### config.mk
export PLATFORM = sky130hd
export DESIGN_NAME = typing_session_ctrl
export DESIGN_NICKNAME = d
export VERILOG_FILES = /design/src/rtl/typing_pkg.sv /design/src/rtl/typing_session_ctrl_sat_counter.sv /design/src/rtl/typing_session_ctrl.sv
export SDC_FILE = /design/constraint.sdc
export NUM_CORES = 1
export LEC_CHECK = 0
export BUFFER_PORTS_ARGS = -buffer_cell sky130_fd_sc_hd__buf_2
export CORE_MARGIN = 2
export CORE_UTILIZATION = 48
export DETAILED_ROUTE_END_ITERATION = 10
export HOLD_SLACK_MARGIN = 0.15
export PLACE_DENSITY = 0.75
export SKIP_CTS_REPAIR_TIMING = 1
export SYNTH_ARGS = -nofsm -noshare
export SYNTH_HDL_FRONTEND = slang
export SYNTH_SLANG_ARGS = --single-unit
export TNS_END_PERCENT = 100
### constraint.sdc
create_clock -name clk -period 2.4 [get_ports clk]
set_input_delay 0.36 -clock clk [delete_from_list [all_inputs] [get_ports clk]]
set_output_delay 0.36 -clock clk [all_outputs]
set_load 0.005 [all_outputs]
### src/rtl/typing_pkg.sv
// Shared types, default sizes and helpers for the typing tutor datapath.
package typing_pkg;

  typedef enum logic [1:0] {IDLE, ARM, RUN, DONE} state_t;

  localparam int unsigned DEF_TIME_W     = 4;
  localparam int unsigned DEF_TIME_LIMIT = 15;
  localparam int unsigned DEF_CNT_W      = 8;

  // Increment v, holding at the all-ones value of a w-bit field (w <= 32).
  function automatic logic [31:0] sat_inc(input logic [31:0] v, input int unsigned w);
    logic [31:0] max_v;
    max_v = (w >= 32) ? 32'hFFFF_FFFF : ((32'd1 << w) - 32'd1);
    return (v >= max_v) ? v : v + 32'd1;
  endfunction

endpackage

### src/rtl/typing_session_ctrl_sat_counter.sv
// Saturating up-counter with synchronous clear; sat flags the all-ones value.
module sat_counter
  import typing_pkg::*;
#(
  parameter int unsigned CNT_W = DEF_CNT_W
) (
  input  logic             clk,
  input  logic             reset,
  input  logic             clear,
  input  logic             inc,
  output logic [CNT_W-1:0] count,
  output logic             sat
);

  always_ff @(posedge clk) begin
    if (reset || clear) begin
      count <= '0;
    end else if (inc) begin
      count <= CNT_W'(sat_inc(32'(count), CNT_W));
    end
  end

  assign sat = &count;

endmodule

### src/rtl/typing_session_ctrl.sv
// Typing session controller: drives the seconds timer, counts keystrokes, latches the score.
// Optional longest-correct-streak tracking is compiled in with `define TYPING_STREAK_EN.
module typing_session_ctrl
  import typing_pkg::*;
#(
  parameter int unsigned TIME_W     = DEF_TIME_W,
  parameter int unsigned TIME_LIMIT = DEF_TIME_LIMIT,
  parameter int unsigned CNT_W      = DEF_CNT_W
) (
  input  logic              clk,
  input  logic              reset,
  input  logic              start,
  input  logic              key_valid,
  input  logic              key_correct,
  input  logic [TIME_W-1:0] elapsed_s,
  output logic              timer_clear,
  output logic              timer_enable,
  output logic              busy,
  output logic              done,
  output logic [CNT_W-1:0]  correct_cnt,
  output logic [CNT_W-1:0]  error_cnt,
  output logic [CNT_W-1:0]  score
`ifdef TYPING_STREAK_EN
  ,
  output logic [CNT_W-1:0]  best_streak
`endif
);

  state_t state;
  logic   limit_hit;
  logic   arm_entry;
  logic   key_ok;
  logic   correct_sat;
  logic   error_sat;

  assign limit_hit = (elapsed_s >= TIME_W'(TIME_LIMIT));
  // Results are cleared on the edge into ARM so they already read zero during ARM.
  assign arm_entry = start && ((state == IDLE) || (state == DONE));
  // The key arriving with the limit sample is dropped.
  assign key_ok    = (state == RUN) && key_valid && !limit_hit;

  always_ff @(posedge clk) begin
    if (reset) begin
      state        <= IDLE;
      timer_clear  <= 1'b0;
      timer_enable <= 1'b0;
      busy         <= 1'b0;
      done         <= 1'b0;
    end else begin
      case (state)
        IDLE, DONE: begin
          if (start) begin
            state        <= ARM;
            timer_clear  <= 1'b1;
            timer_enable <= 1'b0;
            busy         <= 1'b1;
            done         <= 1'b0;
          end
        end
        ARM: begin
          state        <= RUN;
          timer_clear  <= 1'b0;
          timer_enable <= 1'b1;
        end
        RUN: begin
          if (limit_hit) begin
            state        <= DONE;
            timer_enable <= 1'b0;
            busy         <= 1'b0;
            done         <= 1'b1;
          end
        end
        default: begin
          state        <= IDLE;
          timer_clear  <= 1'b0;
          timer_enable <= 1'b0;
          busy         <= 1'b0;
          done         <= 1'b0;
        end
      endcase
    end
  end

  sat_counter #(.CNT_W(CNT_W)) u_correct_cnt (
    .clk   (clk),
    .reset (reset),
    .clear (arm_entry),
    .inc   (key_ok && key_correct && !correct_sat),
    .count (correct_cnt),
    .sat   (correct_sat)
  );

  sat_counter #(.CNT_W(CNT_W)) u_error_cnt (
    .clk   (clk),
    .reset (reset),
    .clear (arm_entry),
    .inc   (key_ok && !key_correct && !error_sat),
    .count (error_cnt),
    .sat   (error_sat)
  );

  assign score = (correct_cnt > error_cnt) ? (correct_cnt - error_cnt) : '0;

`ifdef TYPING_STREAK_EN
  logic [CNT_W-1:0] cur_streak;
  logic [CNT_W-1:0] next_streak;
  logic             streak_sat;

  // An incorrect key restarts the run of correct keys.
  sat_counter #(.CNT_W(CNT_W)) u_cur_streak (
    .clk   (clk),
    .reset (reset),
    .clear (arm_entry || (key_ok && !key_correct)),
    .inc   (key_ok && key_correct && !streak_sat),
    .count (cur_streak),
    .sat   (streak_sat)
  );

  assign next_streak = CNT_W'(sat_inc(32'(cur_streak), CNT_W));

  always_ff @(posedge clk) begin
    if (reset || arm_entry) begin
      best_streak <= '0;
    end else if (key_ok && key_correct && (next_streak > best_streak)) begin
      best_streak <= next_streak;
    end
  end
`endif

endmodule

# == After elaboration in Yosys (flattened, before gate mapping) ==
# Cells that the tools add are included.
# totals
input_bits,9
ff_bits,22
# classes
n_lt_le_gt_ge,4
n_reduce_logical,24
eq_ne,5
bitwise,2
mux,12
addsub,3
# ops
operator,count
adder 8 x 1 -> 8 bit (second input constant),2
greater-or-equal comparator 8 bit (second input constant),2
AND reduction 8 bit,2
greater-than comparator 8 bit,1
2-to-1 mux 8 bit,1
AND reduction 2 bit,4
subtractor 8 bit,1
logical AND 1 bit,7
case mux 1 bit (2 select lines),3
case mux 2 bit (3 select lines),1
== test 2 bit (second input constant),2
greater-or-equal comparator 4 bit (second input constant),1
logical NOT 1 bit,4
2-to-1 mux 1 bit,4
2-to-1 mux 2 bit,2
inequality test 2 bit (second input constant),2
nonzero test 2 bit,2
case mux 1 bit (3 select lines),1
AND reduction 3 bit,1
== test 2 x 1 -> 1 bit (second input constant),1
logical NOT 2 bit,1
logical OR 1 bit,2
inverter 1 bit,2
OR reduction 2 bit,1

# == Longest topological paths before layout ==
# logic_depth
ltp_word,6
depth_mapped,9
ltp_nobuf,9

# == Cells and area by module ==
# A second synthesis with hierarchy kept.
# hier_totals
cells_unflattened,186
hier_area_um2,1554.0
# by_module_without_submodules
mod,area_per_inst_um2,cells_each,instances
sat_counter,426.7,45,2
typing_session_ctrl,700.7,96,1

# == Worst setup path before layout ==
# No wires, ideal clock.
# synth_timing
kind,register to output
from,register u_error_cnt.count[0]
to,output port score[6]
path_stages_with_launch,9
arrival_ps,1874
setup_slack_ps,166
required_ps,2040
n_path_buf,0
path_cell_list,dfxtp_1 ha_1 inv_1 fa_1 a21o_1 a311o_1 a21oi_1 xor2_1 nor2_1
# synth_between
elab_chain_len,2
word_cells_on_any_way,3
classes_between,add/sub (1); order compare (1); mux (1)
# synth_rtl
item,line,text
"start, declared",typing_session_ctrl_sat_counter.sv:11,"output logic [CNT_W-1:0] count,"
"start signal, assigned",typing_session_ctrl_sat_counter.sv:19,"count <= CNT_W'(sat_inc(32'(count), CNT_W));"
subtractor 8 bit or greater-than comparator 8 bit (tied branches),typing_session_ctrl.sv:102,assign score = (correct_cnt > error_cnt) ? (correct_cnt - error_cnt) : '0;
2-to-1 mux 8 bit (*),typing_session_ctrl.sv:102,
"end, declared",typing_session_ctrl.sv:22,output logic [CNT_W-1:0] score
# Mark *: on every way between the ends. The rest lies on a longest branch, timed or not.

# == Worst setup path in the final report ==
# layout_timing
from,register u_correct_cnt.count[0]
to,output port score[6]
# layout_between
elab_chain_len,2
word_cells_on_any_way,3
classes_between,add/sub (1); order compare (1); mux (1)
# layout_rtl
item,line
"start, declared",typing_session_ctrl_sat_counter.sv:11
"start signal, assigned",typing_session_ctrl_sat_counter.sv:19
subtractor 8 bit or greater-than comparator 8 bit (tied branches),typing_session_ctrl.sv:102
2-to-1 mux 8 bit (*),typing_session_ctrl.sv:102
# Marked as above.

==> results by group <==
Setup path
  – CP Launch Type: flop
  – WP data arrival: 2.22 ns
  – CP endpoint kind: primary output
  – Kind of critical path: reg -> out
  – Crit Path Max Fanout: 2
  – CP required: 2.04 ns

Detailed routing
  – DR pass1 iterations: 4
  – Drt total wl: 3280 um
  – Drt drc: 0
  – Drt initial violations: 34
  – Post-DR vias/cell: 5.16
  – Post-route ant nets: 0
  – Vias: 1428
  – WL per Instance: 11.8 um

Timing
  – Setup Viol. Count Final: 8
  – Fin crit period: 2.58 ns
  – Slew HR: 0.579
  – Final Hold Vio Count: 0
  – Fin. max-slew vios: 0
  – Final period utilization: 1.07
  – Final worst slack: -0.179 ns
  – Setup TNS: -1.31 ns
  – Layout Skew: 0.00189 ns
  – Maximum clock frequency: 0.388 GHz
  – Unrepaired setup endpoints after global routing: true
  – Worst Tran Pin Value: 0.631 ns

Global routing
  – Largest net degree at the start of global routing: 17
  – Initial antenna violation count: 0
  – First-pass GRT wire length: 5480 um
  – Total global-route track usage: 0.199
  – Number of global-route vias before repair: 1266
  – Total grt overflow: 0

Logic synthesis
  – Part of the Yosys area used for sequential elements: 0.289
  – Cells after Synth: 187
  – Synthesized Nets: 210
  – Leading area contributor after synthesis: dfxtp_1
  – Top-area cell type share of the netlist area: 0.289
  – Post-synth EDFFs: 0
  – Async set-or-reset flop fraction in the synthesized netlist: 0
  – Syn_area_per_cell: 8.14 um^2
  – Synthesized flop and latch total: 22
  – Synth Cell Area: 0.00152 mm^2
  – Synth area leaders: dfxtp_1 29%, ha_1 11%, nor2_1 8.4%
  – Synth cell types: 36
  – Main synth FF type: dfxtp_1
  – Syn. warnings: 0

Run status
  – Failing checks: setup timing
  – Status: complete, but fails checks

Finish
  – Synthesis-to-layout area growth: 24.8%
  – Final core occ: 0.627
  – Layout cells sized above 1: 0.292
  – Post-route design area: 0.00190 mm^2
  – Antenna Cells: 0
  – Fillers: 287
  – Commonest non-fill, non-tap cell in the layout: buf_2
  – Commonest cells after routing, fill and taps aside: 36 x buf_2, 33 x nor2_1, 20 x dfxtp_1
  – Nets: 257

Clock network
  – Root Driver: clkbuf_4
  – CTS tree: yes
  – Clock slew at reported path FFs: 0.13 ns
  – Worst skew pair latency: 0.31 ns
  – H-Tree Depth: 1
  – Clock buffer depth: 2
  – TritonCTS Buffers: 3
  – Clock sink count: 22

Die
  – Die Y: 60.3 um
  – Row cnt: 20
  – Core area: 0.00303 mm^2
  – Die width: 60.3 um
  – Starting Density: 0.502
  – # IOs: 37
  – DIE AREA: 0.00364 mm^2

Place
  – DP HPWL: 2580 um
  – GP Congestion: 0.831
  – Placed inst area: 0.00180 mm^2
  – Port bufs: 36

Min path
  – Hold WC Path Type: in -> reg

Power
  – Max VDD drop: 0.553 mV
  – Pwr per Cell Area: 578 mW/mm^2
  – Final Total Pwr: 1.10 mW
  – LEAKAGE: 0.825 nW

Flow run
  – Maxcap violations: 0
==> flip-flops by register name, summed over array words and instances (netlist names) <==
signal and count:
state 2, busy 1, u_error_cnt.count 8, done 1, u_correct_cnt.count 8, timer_clear 1
timer_enable 1
==> power breakdown <==
group,switching (mW),total [mW],internal (mW)
logic,0.213,0.365,0.152
registers,0.0335,0.443,0.410
clock network,0.119,0.288,0.169
total,0.365,1.10,0.731
==> synthesized netlist by cell type (all sizes together) (2+ instances only) <==
master	instances
mux2i	5
o21ai	5
ha	13
nor2	34
nand4	6
nor3b	2
inv	15
xor2	5
nand2	14
o21a	2
buf	2
nand3	5
a21oi	14
nor4	3
and3	3
nand2b	4
a211oi	4
dfxtp	22
xnor2	7
nor3	10
and4	2
==> worst paths after layout <==
path                                                          start  slack (ns)  cells past startpoint                                   to
worst max register to register                state[0]$_SDFFE_PP0P_        0.54                      7  u_correct_cnt.count[7]$_SDFFE_PP0P_
worst min register to register            timer_enable$_SDFFE_PP0P_        0.51                      2            timer_enable$_SDFFE_PP0P_
worst max-delay path            u_correct_cnt.count[0]$_SDFFE_PP0P_       -0.18                     10                             score[6]
worst min-delay path                                          reset        0.28                      2                    busy$_SDFFE_PP0P_
==> worst max-delay path: stages (launching register included) <==
cell and delay (ns):
dfxtp_2 0.34, inv_2 0.06, ha_4 0.13, inv_2 0.04, fa_2 0.35, a21o_1 0.20, a311o_1 0.32, a21oi_2 0.13
xor2_1 0.15, nor2_1 0.06, buf_2 0.13
==> layer usage <==
layer / vias up / GRT usage / part of all wire
met5: - / 0 / 0
li1: 746 / - / -
met2: 32 / 0.323 / 0.49
met4: 0 / 0.0476 / 0.011
met3: 4 / 0.0390 / 0.036
met1: 646 / 0.272 / 0.47
==> layout make-up <==
cell class / count / area [um^2] / share of cell area
repair buffers: 45 / 248 / 0.131
clock buffers: 3 / 22.5 / 0.0119
multi-input cells: 147 / 1040 / 0.550
clock inverters: 1 / 30.0 / 0.0158
flip-flops and latches: 22 / 443 / 0.233
inverters: 15 / 56.3 / 0.0297
well taps: 44 / 55.1 / 0.0290
==> logic make-up (layout without fill, tap and decap cells) <==
group	after synthesis	count (layout)	share of synthesized area
xor+xnor	12	12	0.0691
flops	22	22	0.289
mux	6	6	0.0403
buf+inv	18	64	0.0469
fa+ha+maj	14	14	0.120
simple gates	86	86	0.309
compound gates	29	29	0.125
==> through the flow <==
stage          setup slack (ns)  instances  hold slack [ns]
2_1_floorplan             0.166        187            0.432
3_3_place_gp             0.0887        272            0.470
3_5_place_dp             0.0590        272            0.486
4_1_cts                  -0.307        276            0.264
5_1_grt                  -0.335        277            0.266
6_report                 -0.179        277            0.281
No activity file was read; power rests on OpenSTA's default activity.
